## src/rtl/ddr_pixel_pack_pkg.sv

```systemverilog
// Shared constants for the D2Q9 pixel packer: direction slice order,
// skid-buffer state encodings and default geometry.
package ddr_pixel_pack_pkg;

    localparam int DEFAULT_DATA_WIDTH    = 16;
    localparam int DEFAULT_DEPTH         = 2500;
    localparam int DEFAULT_ADDRESS_WIDTH = 12;

    // Slot of each D2Q9 direction inside the packed beat, lowest slot first.
    localparam int DIR_N     = 0;
    localparam int DIR_NULL  = 1;
    localparam int DIR_NE    = 2;
    localparam int DIR_E     = 3;
    localparam int DIR_SE    = 4;
    localparam int DIR_S     = 5;
    localparam int DIR_SW    = 6;
    localparam int DIR_W     = 7;
    localparam int DIR_NW    = 8;
    localparam int DIR_COUNT = 9;

    typedef enum logic [1:0] {
        SKID_EMPTY = 2'd0,
        SKID_ONE   = 2'd1,
        SKID_FULL  = 2'd2
    } skid_state_t;

    function automatic int dir_lsb(input int dir, input int data_width);
        return dir * data_width;
    endfunction

endpackage

```

## src/rtl/ddr_pixel_pack_if.sv

```systemverilog
// AXI-Stream style output bundle of the pixel packer, carrying the pixel
// index alongside the usual tdata/tlast/tstrb.
interface ddr_pixel_pack_if
    import ddr_pixel_pack_pkg::*;
#(
    parameter int DATA_WIDTH    = DEFAULT_DATA_WIDTH,
    parameter int ADDRESS_WIDTH = DEFAULT_ADDRESS_WIDTH
);
    logic [DIR_COUNT*DATA_WIDTH-1:0]   tdata;
    logic                              tvalid;
    logic                              tready;
    logic                              tlast;
    logic [DIR_COUNT*DATA_WIDTH/8-1:0] tstrb;
    logic [ADDRESS_WIDTH-1:0]          pix_index;

    modport master (
        output tdata, tvalid, tlast, tstrb, pix_index,
        input  tready
    );

    modport slave (
        input  tdata, tvalid, tlast, tstrb, pix_index,
        output tready
    );
endinterface

```

## src/rtl/axis_skid_buf.sv

```systemverilog
// Two-entry skid buffer: the output register holds the head beat, the skid
// register catches one extra beat so the upstream ready can be registered.
module axis_skid_buf
    import ddr_pixel_pack_pkg::*;
#(
    parameter int WIDTH = 8
) (
    input  logic             m00_axis_aclk,
    input  logic             m00_axis_areset,
    input  logic [WIDTH-1:0] s_data,
    input  logic             s_valid,
    output logic             s_ready,
    output logic [WIDTH-1:0] m_data,
    output logic             m_valid,
    input  logic             m_ready
);
    skid_state_t      state_q;
    skid_state_t      state_d;
    logic [WIDTH-1:0] skid_data;
    logic             accept;
    logic             transfer;
    logic             load_out;
    logic             load_out_from_skid;
    logic             load_skid;

    assign accept   = s_valid && s_ready;
    assign transfer = m_valid && m_ready;
    assign m_valid  = (state_q != SKID_EMPTY);

    always_ff @(posedge m00_axis_aclk) begin
        if (m00_axis_areset) begin
            state_q <= SKID_EMPTY;
            s_ready <= 1'b1;
        end else begin
            state_q <= state_d;
            s_ready <= (state_d != SKID_FULL);
        end
    end

    // Accept in FULL cannot happen because s_ready is already low there.
    always_comb begin
        state_d            = state_q;
        load_out           = 1'b0;
        load_out_from_skid = 1'b0;
        load_skid          = 1'b0;
        case (state_q)
            SKID_EMPTY: begin
                if (accept) begin
                    state_d  = SKID_ONE;
                    load_out = 1'b1;
                end
            end
            SKID_ONE: begin
                case ({accept, transfer})
                    2'b10: begin
                        state_d   = SKID_FULL;
                        load_skid = 1'b1;
                    end
                    2'b01: state_d  = SKID_EMPTY;
                    2'b11: load_out = 1'b1;
                    default: ;
                endcase
            end
            SKID_FULL: begin
                if (transfer) begin
                    state_d            = SKID_ONE;
                    load_out_from_skid = 1'b1;
                end
            end
            default: state_d = SKID_EMPTY;
        endcase
    end

    always_ff @(posedge m00_axis_aclk) begin
        if (m00_axis_areset) begin
            m_data    <= '0;
            skid_data <= '0;
        end else begin
            if (load_out) begin
                m_data <= s_data;
            end else if (load_out_from_skid) begin
                m_data <= skid_data;
            end
            if (load_skid) begin
                skid_data <= s_data;
            end
        end
    end

endmodule

```

## src/rtl/ddr_pixel_pack.sv

```systemverilog
// Packs the nine D2Q9 distributions of one pixel into a single stream beat,
// tagging it with its frame index and marking the last pixel of each frame.
module ddr_pixel_pack
    import ddr_pixel_pack_pkg::*;
#(
    parameter int DATA_WIDTH    = DEFAULT_DATA_WIDTH,
    parameter int DEPTH         = DEFAULT_DEPTH,
    parameter int ADDRESS_WIDTH = DEFAULT_ADDRESS_WIDTH
) (
    input  logic                  m00_axis_aclk,
    input  logic                  m00_axis_areset,
    input  logic [DATA_WIDTH-1:0] n_in,
    input  logic [DATA_WIDTH-1:0] null_in,
    input  logic [DATA_WIDTH-1:0] ne_in,
    input  logic [DATA_WIDTH-1:0] e_in,
    input  logic [DATA_WIDTH-1:0] se_in,
    input  logic [DATA_WIDTH-1:0] s_in,
    input  logic [DATA_WIDTH-1:0] sw_in,
    input  logic [DATA_WIDTH-1:0] w_in,
    input  logic [DATA_WIDTH-1:0] nw_in,
    input  logic                  pix_valid,
    output logic                  pix_ready,
    ddr_pixel_pack_if.master      m00_axis,
    output logic                  frame_done
);
    localparam int PIXEL_WIDTH   = DIR_COUNT * DATA_WIDTH;
    localparam int PAYLOAD_WIDTH = ADDRESS_WIDTH + 1 + PIXEL_WIDTH;
    localparam logic [ADDRESS_WIDTH-1:0] LAST_INDEX = ADDRESS_WIDTH'(DEPTH - 1);

    logic [PIXEL_WIDTH-1:0]   pixel_word;
    logic [ADDRESS_WIDTH-1:0] pix_count;
    logic                     accept;
    logic [PAYLOAD_WIDTH-1:0] in_payload;
    logic [PAYLOAD_WIDTH-1:0] out_payload;

    assign accept = pix_valid && pix_ready;

    always_comb begin
        pixel_word = '0;
        pixel_word[dir_lsb(DIR_N,    DATA_WIDTH) +: DATA_WIDTH] = n_in;
        pixel_word[dir_lsb(DIR_NULL, DATA_WIDTH) +: DATA_WIDTH] = null_in;
        pixel_word[dir_lsb(DIR_NE,   DATA_WIDTH) +: DATA_WIDTH] = ne_in;
        pixel_word[dir_lsb(DIR_E,    DATA_WIDTH) +: DATA_WIDTH] = e_in;
        pixel_word[dir_lsb(DIR_SE,   DATA_WIDTH) +: DATA_WIDTH] = se_in;
        pixel_word[dir_lsb(DIR_S,    DATA_WIDTH) +: DATA_WIDTH] = s_in;
        pixel_word[dir_lsb(DIR_SW,   DATA_WIDTH) +: DATA_WIDTH] = sw_in;
        pixel_word[dir_lsb(DIR_W,    DATA_WIDTH) +: DATA_WIDTH] = w_in;
        pixel_word[dir_lsb(DIR_NW,   DATA_WIDTH) +: DATA_WIDTH] = nw_in;
    end

    // Index and tlast are decided at accept time so they travel with the pixel.
    assign in_payload = {pix_count, (pix_count == LAST_INDEX), pixel_word};

    always_ff @(posedge m00_axis_aclk) begin
        if (m00_axis_areset) begin
            pix_count <= '0;
        end else if (accept) begin
            pix_count <= (pix_count == LAST_INDEX) ? '0 : pix_count + 1'b1;
        end
    end

    axis_skid_buf #(
        .WIDTH (PAYLOAD_WIDTH)
    ) u_skid (
        .m00_axis_aclk   (m00_axis_aclk),
        .m00_axis_areset (m00_axis_areset),
        .s_data          (in_payload),
        .s_valid         (pix_valid),
        .s_ready         (pix_ready),
        .m_data          (out_payload),
        .m_valid         (m00_axis.tvalid),
        .m_ready         (m00_axis.tready)
    );

    assign m00_axis.tdata     = out_payload[PIXEL_WIDTH-1:0];
    assign m00_axis.tlast     = out_payload[PIXEL_WIDTH];
    assign m00_axis.pix_index = out_payload[PAYLOAD_WIDTH-1:PIXEL_WIDTH+1];
    assign m00_axis.tstrb     = '1;

    always_ff @(posedge m00_axis_aclk) begin
        if (m00_axis_areset) begin
            frame_done <= 1'b0;
        end else begin
            frame_done <= m00_axis.tvalid && m00_axis.tready && m00_axis.tlast;
        end
    end

endmodule

```

## src/flat_wrapper.sv

```systemverilog
// flat-port wrapper written by rule: the top's interface ports become plain ports
module ddr_pixel_pack_flat import ddr_pixel_pack_pkg::*;
#(
    parameter int DATA_WIDTH    = DEFAULT_DATA_WIDTH,
    parameter int DEPTH         = DEFAULT_DEPTH,
    parameter int ADDRESS_WIDTH = DEFAULT_ADDRESS_WIDTH
)
  (m00_axis_aclk, m00_axis_areset, n_in, null_in, ne_in, e_in, se_in, s_in, sw_in, w_in, nw_in, pix_valid, pix_ready, frame_done, m00_axis_tdata, m00_axis_tvalid, m00_axis_tlast, m00_axis_tstrb, m00_axis_pix_index, m00_axis_tready);
  ddr_pixel_pack_if #(.DATA_WIDTH(DATA_WIDTH), .ADDRESS_WIDTH(ADDRESS_WIDTH)) m00_axis_i ();
  input  logic m00_axis_aclk;
  input  logic m00_axis_areset;
  input  logic [DATA_WIDTH-1:0] n_in;
  input  logic [DATA_WIDTH-1:0] null_in;
  input  logic [DATA_WIDTH-1:0] ne_in;
  input  logic [DATA_WIDTH-1:0] e_in;
  input  logic [DATA_WIDTH-1:0] se_in;
  input  logic [DATA_WIDTH-1:0] s_in;
  input  logic [DATA_WIDTH-1:0] sw_in;
  input  logic [DATA_WIDTH-1:0] w_in;
  input  logic [DATA_WIDTH-1:0] nw_in;
  input  logic pix_valid;
  output logic pix_ready;
  output logic frame_done;
  output wire logic [$bits(m00_axis_i.tdata)-1:0] m00_axis_tdata;
  output wire logic [$bits(m00_axis_i.tvalid)-1:0] m00_axis_tvalid;
  output wire logic [$bits(m00_axis_i.tlast)-1:0] m00_axis_tlast;
  output wire logic [$bits(m00_axis_i.tstrb)-1:0] m00_axis_tstrb;
  output wire logic [$bits(m00_axis_i.pix_index)-1:0] m00_axis_pix_index;
  input wire logic [$bits(m00_axis_i.tready)-1:0] m00_axis_tready;
  assign m00_axis_tdata = m00_axis_i.tdata;
  assign m00_axis_tvalid = m00_axis_i.tvalid;
  assign m00_axis_tlast = m00_axis_i.tlast;
  assign m00_axis_tstrb = m00_axis_i.tstrb;
  assign m00_axis_pix_index = m00_axis_i.pix_index;
  assign m00_axis_i.tready = m00_axis_tready;
  ddr_pixel_pack #(.DATA_WIDTH(DATA_WIDTH), .DEPTH(DEPTH), .ADDRESS_WIDTH(ADDRESS_WIDTH)) u_core (.m00_axis_aclk(m00_axis_aclk), .m00_axis_areset(m00_axis_areset), .n_in(n_in), .null_in(null_in), .ne_in(ne_in), .e_in(e_in), .se_in(se_in), .s_in(s_in), .sw_in(sw_in), .w_in(w_in), .nw_in(nw_in), .pix_valid(pix_valid), .pix_ready(pix_ready), .m00_axis(m00_axis_i), .frame_done(frame_done));
endmodule
```

## config.mk

```make
export PLATFORM = sky130hd
export DESIGN_NAME = ddr_pixel_pack_flat
export DESIGN_NICKNAME = d
export VERILOG_FILES = /design/src/rtl/ddr_pixel_pack_pkg.sv /design/src/rtl/ddr_pixel_pack_if.sv /design/src/rtl/axis_skid_buf.sv /design/src/rtl/ddr_pixel_pack.sv /design/src/flat_wrapper.sv
export SDC_FILE = /design/constraint.sdc
export NUM_CORES = 1
export LEC_CHECK = 0
export BUFFER_PORTS_ARGS = -buffer_cell sky130_fd_sc_hd__buf_2
export CAP_MARGIN = 20
export CORE_MARGIN = 5
export CORE_UTILIZATION = 48
export DETAILED_ROUTE_END_ITERATION = 10
export PLACE_DENSITY = 0.74
export SLEW_MARGIN = 20
export SYNTH_ARGS = -nofsm -noshare
export SYNTH_HDL_FRONTEND = slang
export SYNTH_SLANG_ARGS = --single-unit
```

## constraint.sdc

```tcl
create_clock -name m00_axis_aclk -period 1.7 [get_ports m00_axis_aclk]
set_input_delay 0.17 -clock m00_axis_aclk [delete_from_list [all_inputs] [get_ports m00_axis_aclk]]
set_output_delay 0.17 -clock m00_axis_aclk [all_outputs]
set_load 0.02 [all_outputs]
```

# [After elaboration in Yosys (flattened, before gate mapping)]
# Index checks and enable logic that the tools add are counted.
[op_classes] muxes=14 n_eq_ne=7 n_reduce_logical=6 n_addsub=1
[ops] op="$mux W157" count=2
[ops] op="$add A12 B1 Y12 const B" count=1
[ops] op="$eq A12 B12 Y1 const B" count=1
[ops] op="$mux W12" count=1
[ops] op="$eq A2 B2 Y1 const B" count=3
[ops] op="$mux W1" count=6
[ops] op="$pmux W2 S3" count=1
[ops] op="$eq A2 B1 Y1 const B" count=2
[ops] op="$mux W2" count=2
[ops] op="$pmux W2 S2" count=1
[ops] op="$reduce_bool A2 Y1" count=2
[ops] op="$logic_and A1 B1 Y1" count=3
[ops] op="$logic_not A2 Y1" count=1
[ops] op="$ne A2 B2 Y1 const B" count=1
[ops] op="$pmux W1 S2" count=1
[totals] output_inout_bits=178 wordCells=34 ff_bits=330 input_bits=148

# [Longest topological paths before layout]
# Gate-level depths: netlist (run 1).
[depth] depth_word=6 depth_mapped=6 mapped_depth_nobuf=5

# [Hierarchy]
# Synthesis (run 1) repeated with hierarchy kept, for this count alone.
[unflattened] cells_unflattened=1656 area_unflattened_um2=13012.5
[modules_own_cells] module="axis_skid_buf" instances=1 area_each_um2=12273.0 cells_each=1572 seq_area_each_um2=6346.1
[modules_own_cells] module="ddr_pixel_pack" instances=1 area_each_um2=739.5 cells_each=84 seq_area_each_um2=260.2

# [Worst setup path before layout (run 1)]
# Ideal clock, no wire load.
[synth_timing] path_kind="reg2reg" from="reg u_core.pix_count[5]" to="reg u_core.pix_count[10]" stages_incl_launch_ff=6 synth_period_minus_slack_ps=1704 slack_ps=-4 setup_time_ps=115 n_path_buf=1 arrival_time_ps=1589 required_time_ps=1585 cell_sequence="dfxtp_1 -> or4b_1 -> nor4_2 -> a31o_2 -> buf_6 -> nor2_1"
[synth_between] elab_chain_cells=2 elab_cells_between_ends=3 classes_between="1 x add/sub; 1 x eq/ne; 1 x mux"
[synth_rtl] item="start: declaration" line_no="ddr_pixel_pack.sv:31" text="logic [ADDRESS_WIDTH-1:0] pix_count;"
[synth_rtl] item="start signal: assignment" line_no="ddr_pixel_pack.sv:58" text="pix_count <= (pix_count == LAST_INDEX) ? '0 : pix_count + 1'b1;"
[synth_rtl] item="$add A12 B1 Y12 or $eq A12 B12 Y1 (tied branches)" line_no="ddr_pixel_pack.sv:58"
[synth_rtl] item="$mux W12 *" line_no="ddr_pixel_pack.sv:58"
# Mark *: on every way between the ends. The rest lies on a longest branch, timed or not.
# A chain may end at the register's enable or synchronous reset.

# [Worst setup path after layout (run 1)]
[layout_timing] from="reg u_core.u_skid.state_q[1]" to="reg u_core.u_skid.m_data[121]"
[layout_between] elab_chain_cells=6 elab_cells_between_ends=12 classes_between="3 x eq/ne; 5 x mux; 4 x reduce/logical"
[layout_rtl] item="start: declaration" line_no="axis_skid_buf.sv:17" text="skid_state_t state_q;"
[layout_rtl] item="start signal: assignment" line_no="axis_skid_buf.sv:35" text="state_q <= state_d;"
[layout_rtl] item="$reduce_bool A2 Y1" line_no="axis_skid_buf.sv:28" text="assign m_valid = (state_q != SKID_EMPTY);"
[layout_rtl] item="$logic_and A1 B1 Y1" line_no="axis_skid_buf.sv:27" text="assign transfer = m_valid && m_ready;"
[layout_rtl] item="$eq A2 B2 Y1" line_no="axis_skid_buf.sv:54" text="case ({accept, transfer})"
[layout_rtl] item="$mux W1" line_no="axis_skid_buf.sv:54"
[layout_rtl] item="$pmux W1 S2" line_no="axis_skid_buf.sv:46" text="case (state_q)"
[layout_rtl] item="$mux W157 or $reduce_bool A2 Y1 (tied branches)"
[layout_rtl] item="end signal: assignment" line_no="axis_skid_buf.sv:80" text="m_data <= s_data;"
[layout_rtl] item="end signal: assignment" line_no="axis_skid_buf.sv:82" text="m_data <= skid_data;"
[layout_rtl] item="end: declaration" line_no="axis_skid_buf.sv:13" text="output logic [WIDTH-1:0] m_data,"
# Several ways; a longest one is shown, not always the timed one.

==> key figures, run 1 <==
Die
  • Starting Density: 0.485
  • Ports: between 300 and 400
  • Die Area: approximately 30,000 µm²
  • Die Y: 175 µm
  • CORE AREA: 26,800 µm²
  • Die width: approximately 170 µm
  • # rows: 60

Route
  • DR WL/cell: 16.6 µm
  • Initial DRC count: 850
  • Drt drc: 0
  • Drt pass-1 iters: 5
  • Final WL: 38.0 mm
  • Final ANT Viol Nets: 0
  • Number of vias per cell: 5.37
  • Via count: 12.3k

Critical path
  • Startpoint Class: register
  • Crit end category: register
  • Crit Path Max Fanout: 23
  • Worst path arrival time: 2.01 ns
  • Critical Path Start: u_core.u_skid.state_q[1]$_SDFF_PP0_
  • Worst flop-to-flop path startpoint: u_core.u_skid.state_q[1]$_SDFF_PP0_
  • Setup CP Type: register to register
  • Reg2reg end: u_core.u_skid.m_data[121]$_SDFFE_PP0P_
  • Register-to-Register Path Depth: 6
  • Crit path required time: 2.06 ns
  • Reg2reg setup slack: 0.04 ns

Clock network
  • Num CTS Buffers: 35
  • Root Buffer: clkbuf_16
  • Clock transition at path regs: approximately 0.060 ns
  • Clk buf depth: 3
  • CTS sink count: 330
  • CTS H-Tree Depth: 2
  • CTS tree: built
  • Worst skew pair latency: 0.49 ns

Pwr
  • Max VDD drop: 1.05 mV
  • Clock share of power: 0.411
  • Sw Ratio: 0.255
  • P_int: 14,300 µW
  • Total power: 19,200 µW
  • Psw: around 4900 µW
  • Comb pwr share: 0.148
  • Sequential power share: 0.441
  • Pwr/cell area: 1070 nW/µm²
  • Leak: 0.00836 µW

Finish
  • Nets: approximately 2.1k
  • Syn-to-layout area delta: 38.4%
  • Ant. Diodes: 0
  • Fin util: 0.671
  • Fillers: 2,040
  • Layout cells sized above 1: 0.228
  • Finished Cell Area: 18,000 µm²

Synth
  • Synth Register Bits: 330
  • Synth Instances: 1,482
  • Synth warn: 0
  • Post-Syn Area: 13,000 µm²
  • Register area share after synthesis: 0.508
  • Syn Area/Cell: 8.77 µm²
  • Yosys cell types: 32

GRT
  • GR Overflow Total: 0
  • First-pass GRT wire length: 59.6 mm
  • GRT Total Usage: 0.229
  • Initial antenna violation count: 0
  • Number of global-route vias before repair: roughly 12k
  • Largest net degree at the start of global routing: 74

Hold path
  • Min-Delay Path Depth: 2
  • Worst hold path class: primary input to register
  • Hold path endpoint: u_core.u_skid.skid_data[153]$_SDFFE_PP0P_
  • Hold_sp: m00_axis_areset

Placement
  • GPL Wtd Cong: a little under 0.8
  • Placed Area: 15,200 µm²
  • Setup slack at placement: 0.0743 ns
  • Port Buffers: 307
  • Post-DP HPWL: 23.1 mm

STA
  • RSZ-0062 raised after global routing: true
  • Final worst path period share: 0.974
  • Final setup skew: 0.0113 ns
  • Final Setup Violations: 0
  • Fin. Hold Viols: 0
  • Setup ws final: 0.0443 ns
  • F_max: 604 MHz
  • Min Clock Period, post-route: around 1.7 ns
  • TNS Setup: 0 ns
  • Slew Limit Fails: 0

Run status
  • Status: complete, no violations

Job
  • Max-cap violations: 0
-- through the flow --
| step | hold WS, ns | cells |
|---|---|---|
| finish | 0.0298 | 2286 |
| global route | 0.0401 | 2286 |
| CTS | 0.00456 | 2280 |
| detailed placement | 0.427 | 2074 |
| global placement | 0.421 | 2074 |
| floorplan | 0.262 | 1499 |
-- final cells by class --
class | count | area (µm²) | share of cell area
Inverter | 3 | 11.3 | 0.000626
Tap cell | 341 | 427 | 0.0237
Timing Repair Buffer | 526 | 3900 | 0.217
Clock buffer | 55 | 1100 | 0.0614
Sequential cell | 330 | 6610 | 0.368
Clock inverter | 6 | 109 | 0.00606
Multi-Input combinational cell | 1025 | 5820 | 0.324
-- timing repair --
| action | CTS | global route |
|---|---|---|
| hold buffers | 145 | 0 |
| gates resized for setup | 0 | 9 |
| endpoints found under the hold margin | 288 | 0 |
| setup buffers | 0 | 3 |
| endpoints found under the setup margin | 0 | 46 |
-- registers in the layout, summed over array words and instances, names as in the netlist --
register / count
u_core.pix_count: 12
u_core.u_skid.state_q: 2
u_core.u_skid.s_ready: 1
u_core.frame_done: 1
u_core.u_skid.skid_data: 157
u_core.u_skid.m_data: 157
-- worst max path at each step --
stage                                           endpoint  slack [ns]  depth (start not counted)
2_1_floorplan  u_core.u_skid.skid_data[107]$_SDFFE_PP0P_        0.05                          6
3_3_place_gp           u_core.pix_count[10]$_SDFFE_PP0P_        0.12                          4
3_5_place_dp   u_core.u_skid.skid_data[135]$_SDFFE_PP0P_        0.07                          6
4_1_cts                                  m00_axis_tvalid        0.02                          3
5_1_grt         u_core.u_skid.skid_data[87]$_SDFFE_PP0P_       -0.01                          8
6_report          u_core.u_skid.m_data[121]$_SDFFE_PP0P_        0.04                          6
-- power by group through the flow --
stage / clock (µW) / combinational (µW) / sequential [µW]
after global placement: 0 / 2420 / 8600
after CTS: 8020 / 2740 / 8450
after detailed placement: 0 / 2470 / 8610
final: 7870 / 2830 / 8460
after global routing: 8360 / 3050 / 8500
after floorplan: 0 / 1080 / 8990
-- layer usage --
layer / part of all wire / wire length, µm / GRT usage / vias up
li1: - / - / - / 5910
met1: 0.40 / 15100 / 0.275 / 5796
met2: 0.50 / 19000 / 0.396 / 463
met3: 0.065 / 2490 / 0.0500 / 110
met4: 0.037 / 1420 / 0.100 / 0
met5: 0 / 0 / 0 / -
-- critical path, stage by stage (launching register included) --
cell and delay, ns:
dfxtp_1 0.30, buf_4 0.15, nand3b_1 0.16, buf_12 0.24
buf_4 0.23, mux2i_1 0.29, a211oi_2 0.13
-- synthesized netlist by cell type --
| cell type | instances | area share |
|---|---|---|
| dfxtp_1 | 330 | 0.51 |
| nand2_1 | 322 | 0.093 |
| nor2_1 | 170 | 0.049 |
| a21oi_1 | 159 | 0.061 |
| mux2i_1 | 158 | 0.12 |
| a211oi_1 | 157 | 0.091 |
| clkbuf_1 | 69 | 0.020 |
| buf_2 | 46 | 0.018 |
| buf_4 | 18 | 0.010 |
| buf_1 | 7 | 0.0020 |
| xnor2_1 | 7 | 0.0047 |
| nor3_1 | 6 | 0.0023 |
| nand3_1 | 5 | 0.0019 |
| nand4_1 | 4 | 0.0019 |
| xor2_1 | 4 | 0.0027 |
| inv_1 | 3 | 0.00087 |
| nor4_1 | 2 | 0.00096 |
| a31o_2 | 1 | 0.00067 |
| and3b_1 | 1 | 0.00067 |
| and4_1 | 1 | 0.00067 |
| and4b_1 | 1 | 0.00077 |
| buf_6 | 1 | 0.00087 |
| conb_1 | 1 | 0.00029 |
| ha_1 | 1 | 0.00096 |
| mux2_2 | 1 | 0.00087 |
| nand2b_1 | 1 | 0.00048 |
| nand3b_1 | 1 | 0.00058 |
| nor4_2 | 1 | 0.00096 |
| o22a_1 | 1 | 0.00067 |
| or2_2 | 1 | 0.00048 |
| or3_1 | 1 | 0.00048 |
| or4b_1 | 1 | 0.00077 |
-- cell families after synthesis --
kind of cell,after synthesis,share of synthesized area
other,1,0.000289
muxes,159,0.123
and+or+nand+nor,518,0.155
buffers and inverters,144,0.0518
adders and majority gates,1,0.000963
DFF,330,0.508
xor gates and xnor gates,11,0.00742
AOI/OAI and AO/OA,318,0.153
-- cell usage in the layout (no fill, tap or decap), drive strengths merged, types with 6 or more instances in the layout --
cell and count:
buf 378, dfxtp 330, nand2 322, nor2 170
a21oi 159, mux2i 158, a211oi 157, dlygate4sd3 145
clkbuf 58, conb 18, xnor2 7, nor3 6
Power figures use the tool's default switching activity.
==> run 2, diff against run 1 <==
--- a/config.mk
+++ b/config.mk
@@ -5,12 +5,12 @@
 export SDC_FILE = /design/constraint.sdc
 export NUM_CORES = 1
 export LEC_CHECK = 0
-export BUFFER_PORTS_ARGS = -buffer_cell sky130_fd_sc_hd__buf_2
 export CAP_MARGIN = 20
 export CORE_MARGIN = 5
-export CORE_UTILIZATION = 48
+export CORE_UTILIZATION = 28
 export DETAILED_ROUTE_END_ITERATION = 10
-export PLACE_DENSITY = 0.74
+export DONT_BUFFER_PORTS = 1
+export PLACE_DENSITY = 0.39
 export SLEW_MARGIN = 20
 export SYNTH_ARGS = -nofsm -noshare
 export SYNTH_HDL_FRONTEND = slang
==> constraint.sdc (replaced) <==
create_clock -name m00_axis_aclk -period 1.74 [get_ports m00_axis_aclk]
set_input_delay 0.174 -clock m00_axis_aclk [delete_from_list [all_inputs] [get_ports m00_axis_aclk]]
set_output_delay 0.174 -clock m00_axis_aclk [all_outputs]
set_load 0.02 [all_outputs]
==> key figures, run 2 (synthesis gave the netlist of run 1 again) <==
Die
  • Starting Density: 0.281 (-0.204)
  • Ports: 326 (unchanged)
  • Die width: 225 µm (+29%)
  • # rows: 79 (+32%)
  • CORE AREA: 46,300 µm² (+73%)
  • Die Area: 50,800 µm² (+67%)
  • Die Y: 225 µm (+29%)

Route
  • Drt pass-1 iters: 5 (unchanged)
  • Final ANT Viol Nets: 0 (unchanged)
  • Initial DRC count: 532 (-37%)
  • Drt drc: 0 (unchanged)
  • DR WL/cell: 17.2 µm (+3.6%)
  • Via count: 10.6k (-14%)
  • Final WL: 38.8 mm (+2.0%)
  • Number of vias per cell: 4.71 (-12%)

GRT
  • Number of global-route vias before repair: 10.1k (-15%)
  • First-pass GRT wire length: 59.5 mm (about the same)
  • GRT Total Usage: 0.145 (-0.0846)
  • Initial antenna violation count: 3 (+3)
  • GR Overflow Total: 0 (unchanged)
  • Largest net degree at the start of global routing: 320 (+330%)

Placement
  • GPL Wtd Cong: 0.740 (-6.9%)
  • Port Buffers: 0 (-100%)
  • Post-DP HPWL: 25.1 mm (+8.9%)

Run status
  • Failing checks: negative hold slack
  • Status: complete, but fails checks

Finish
  • Most frequent cells in the layout: 330 x dfxtp_1, 321 x nand2_1, 170 x nor2_1
  • Nets: 1,767 (-15%)
  • Most common cell after layout, fill and taps aside: dfxtp_1
  • Largest regs: u_core.u_skid.m_data (157), u_core.u_skid.skid_data (157), u_core.pix_count (12)
  • Layout cells sized above 1: 0.0834 (-0.145)
  • Fillers: 4,762 (+130%)
  • Syn-to-layout area delta: 29.3%

Critical path
  • Setup CP Type: register to register
  • Worst path buffer plus inverter count: 2 (-1)
  • Crit Path Max Fanout: 4 (-83%)
  • CP peak stage delay: 0.54 ns (+0.24 ns)
  • Crit-path leading delay family: buffers and inverters
  • Crit path required time: 2.17 ns (+0.11 ns)
  • Worst path arrival time: 2.14 ns (+0.13 ns)
  • Startpoint Class: register
  • Crit-path slowest cell: dlygate4sd3_1
  • Critical Path, Cell by Cell: buf_4, or2_2, and4b_1, dlygate4sd3_1
  • Crit end category: register

STA
  • Min Clock Period, post-route: 1.71 ns (+0.0562 ns)
  • Worst-Margin Slew: 0.989 ns
  • Fin. Hold Viols: 139 (+139)
  • RSZ-0062 raised after global routing: true
  • Final Setup Violations: 0 (unchanged)
  • Slew Limit Fails: 0 (unchanged)
  • Max transition margin: 0.340
  • F_max: 584 MHz (-3.3%)
  • Final worst path period share: 0.984 (+0.00991)
  • Final setup skew: 0.0150 ns (+0.00368 ns)
  • Hold Slack: -0.270 ns (-0.300 ns)

Clock network
  • Root Buffer: clkbuf_16
  • CTS tree: built
  • Clock transition at path regs: 0.06 ns (about the same)
  • Clk buf depth: 3 (unchanged)
  • Worst skew pair latency: 0.55 ns (+0.06 ns)
  • CTS sink count: 330 (unchanged)
  • Postcts setup bufs: 0 (unchanged)
  • Num CTS Buffers: 39 (+11%)
  • CTS H-Tree Depth: 2 (unchanged)

Job
  • Max-cap violations: 0 (unchanged)

Pwr
  • Total power: 18,200 µW (-4.9%)
  • Max VDD drop: 0.620 mV (-41%)
  • Leak: 0.00702 µW (-16%)
  • Pwr/cell area: 1080 nW/µm² (+1.8%)

Hold path
  • Worst hold path class: primary input to register
-- run 2: cell types whose count changed in the layout (fill, tap and decap cells not counted), moves of 4 or more --
cell      change
buf_4         -5
buf_2       -306
buf_12        +7
clkinv_2      +4
-- run 2: worst paths after layout --
| check | cells after the start | slack (ns) | to | startpoint |
|---|---|---|---|---|
| max | 4 | 0.03 | u_core.frame_done$_SDFF_PP0_ | u_core.u_skid.state_q[1]$_SDFF_PP0_ |
| min | 1 | -0.27 | u_core.u_skid.skid_data[151]$_SDFFE_PP0P_ | m00_axis_areset |
| max reg2reg | 4 | 0.03 | u_core.frame_done$_SDFF_PP0_ | u_core.u_skid.state_q[1]$_SDFF_PP0_ |
| min reg2reg | 2 | 0.45 | u_core.u_skid.skid_data[151]$_SDFFE_PP0P_ | u_core.u_skid.skid_data[151]$_SDFFE_PP0P_ |
-- run 2: area by class of cell --
type	count	area, µm²	area share
Antenna cell	3	7.51	0.000447
Clock buffer	55	1120	0.0664
Clock inverter	10	86.3	0.00514
Inverter	3	11.3	0.000670
Multi-Input combinational cell	1026	5820	0.346
Sequential cell	330	6610	0.393
Tap cell	607	759	0.0452
Timing Repair Buffer	218	2390	0.142
-- run 2: stage by stage --
step,setup slack (ns),TNS [ns],instance area [µm²],utilization,std cells
after floorplan,0.0360,0,13100,-,1499
after global placement,0.0151,0,14100,0.304,2035
after detailed placement,-0.0118,-0.0486,14100,0.304,2035
after CTS,0.0205,0,16600,0.359,2234
after global routing,-0.0245,-0.0289,16800,0.363,2252
final,0.0281,0,16800,0.363,2252
-- run 2: repair_timing --
item                                    4_1_cts  5_1_grt
cloned                                        1        1
gates resized for setup                       2        4
endpoints found under the setup margin       12       21
hold endpoints to repair                    330      318
hold buffers                                133       14
pin swaps                                     0        3
-- run 2: layer usage --
| layer | global-route usage | vias up | part of all wire |
|---|---|---|---|
| li1 | - | 5337 | - |
| met1 | 0.182 | 4974 | 0.43 |
| met2 | 0.236 | 237 | 0.47 |
| met3 | 0.0521 | 54 | 0.077 |
| met4 | 0.0406 | 0 | 0.022 |
| met5 | 0 | - | 0 |
-- run 2: power by group --
part | internal, µW | switching, µW | leakage [µW]
sequential | 8010 | 783 | 0.00270
clock | 4600 | 3200 | 0.000599
combinational | 807 | 833 | 0.00372
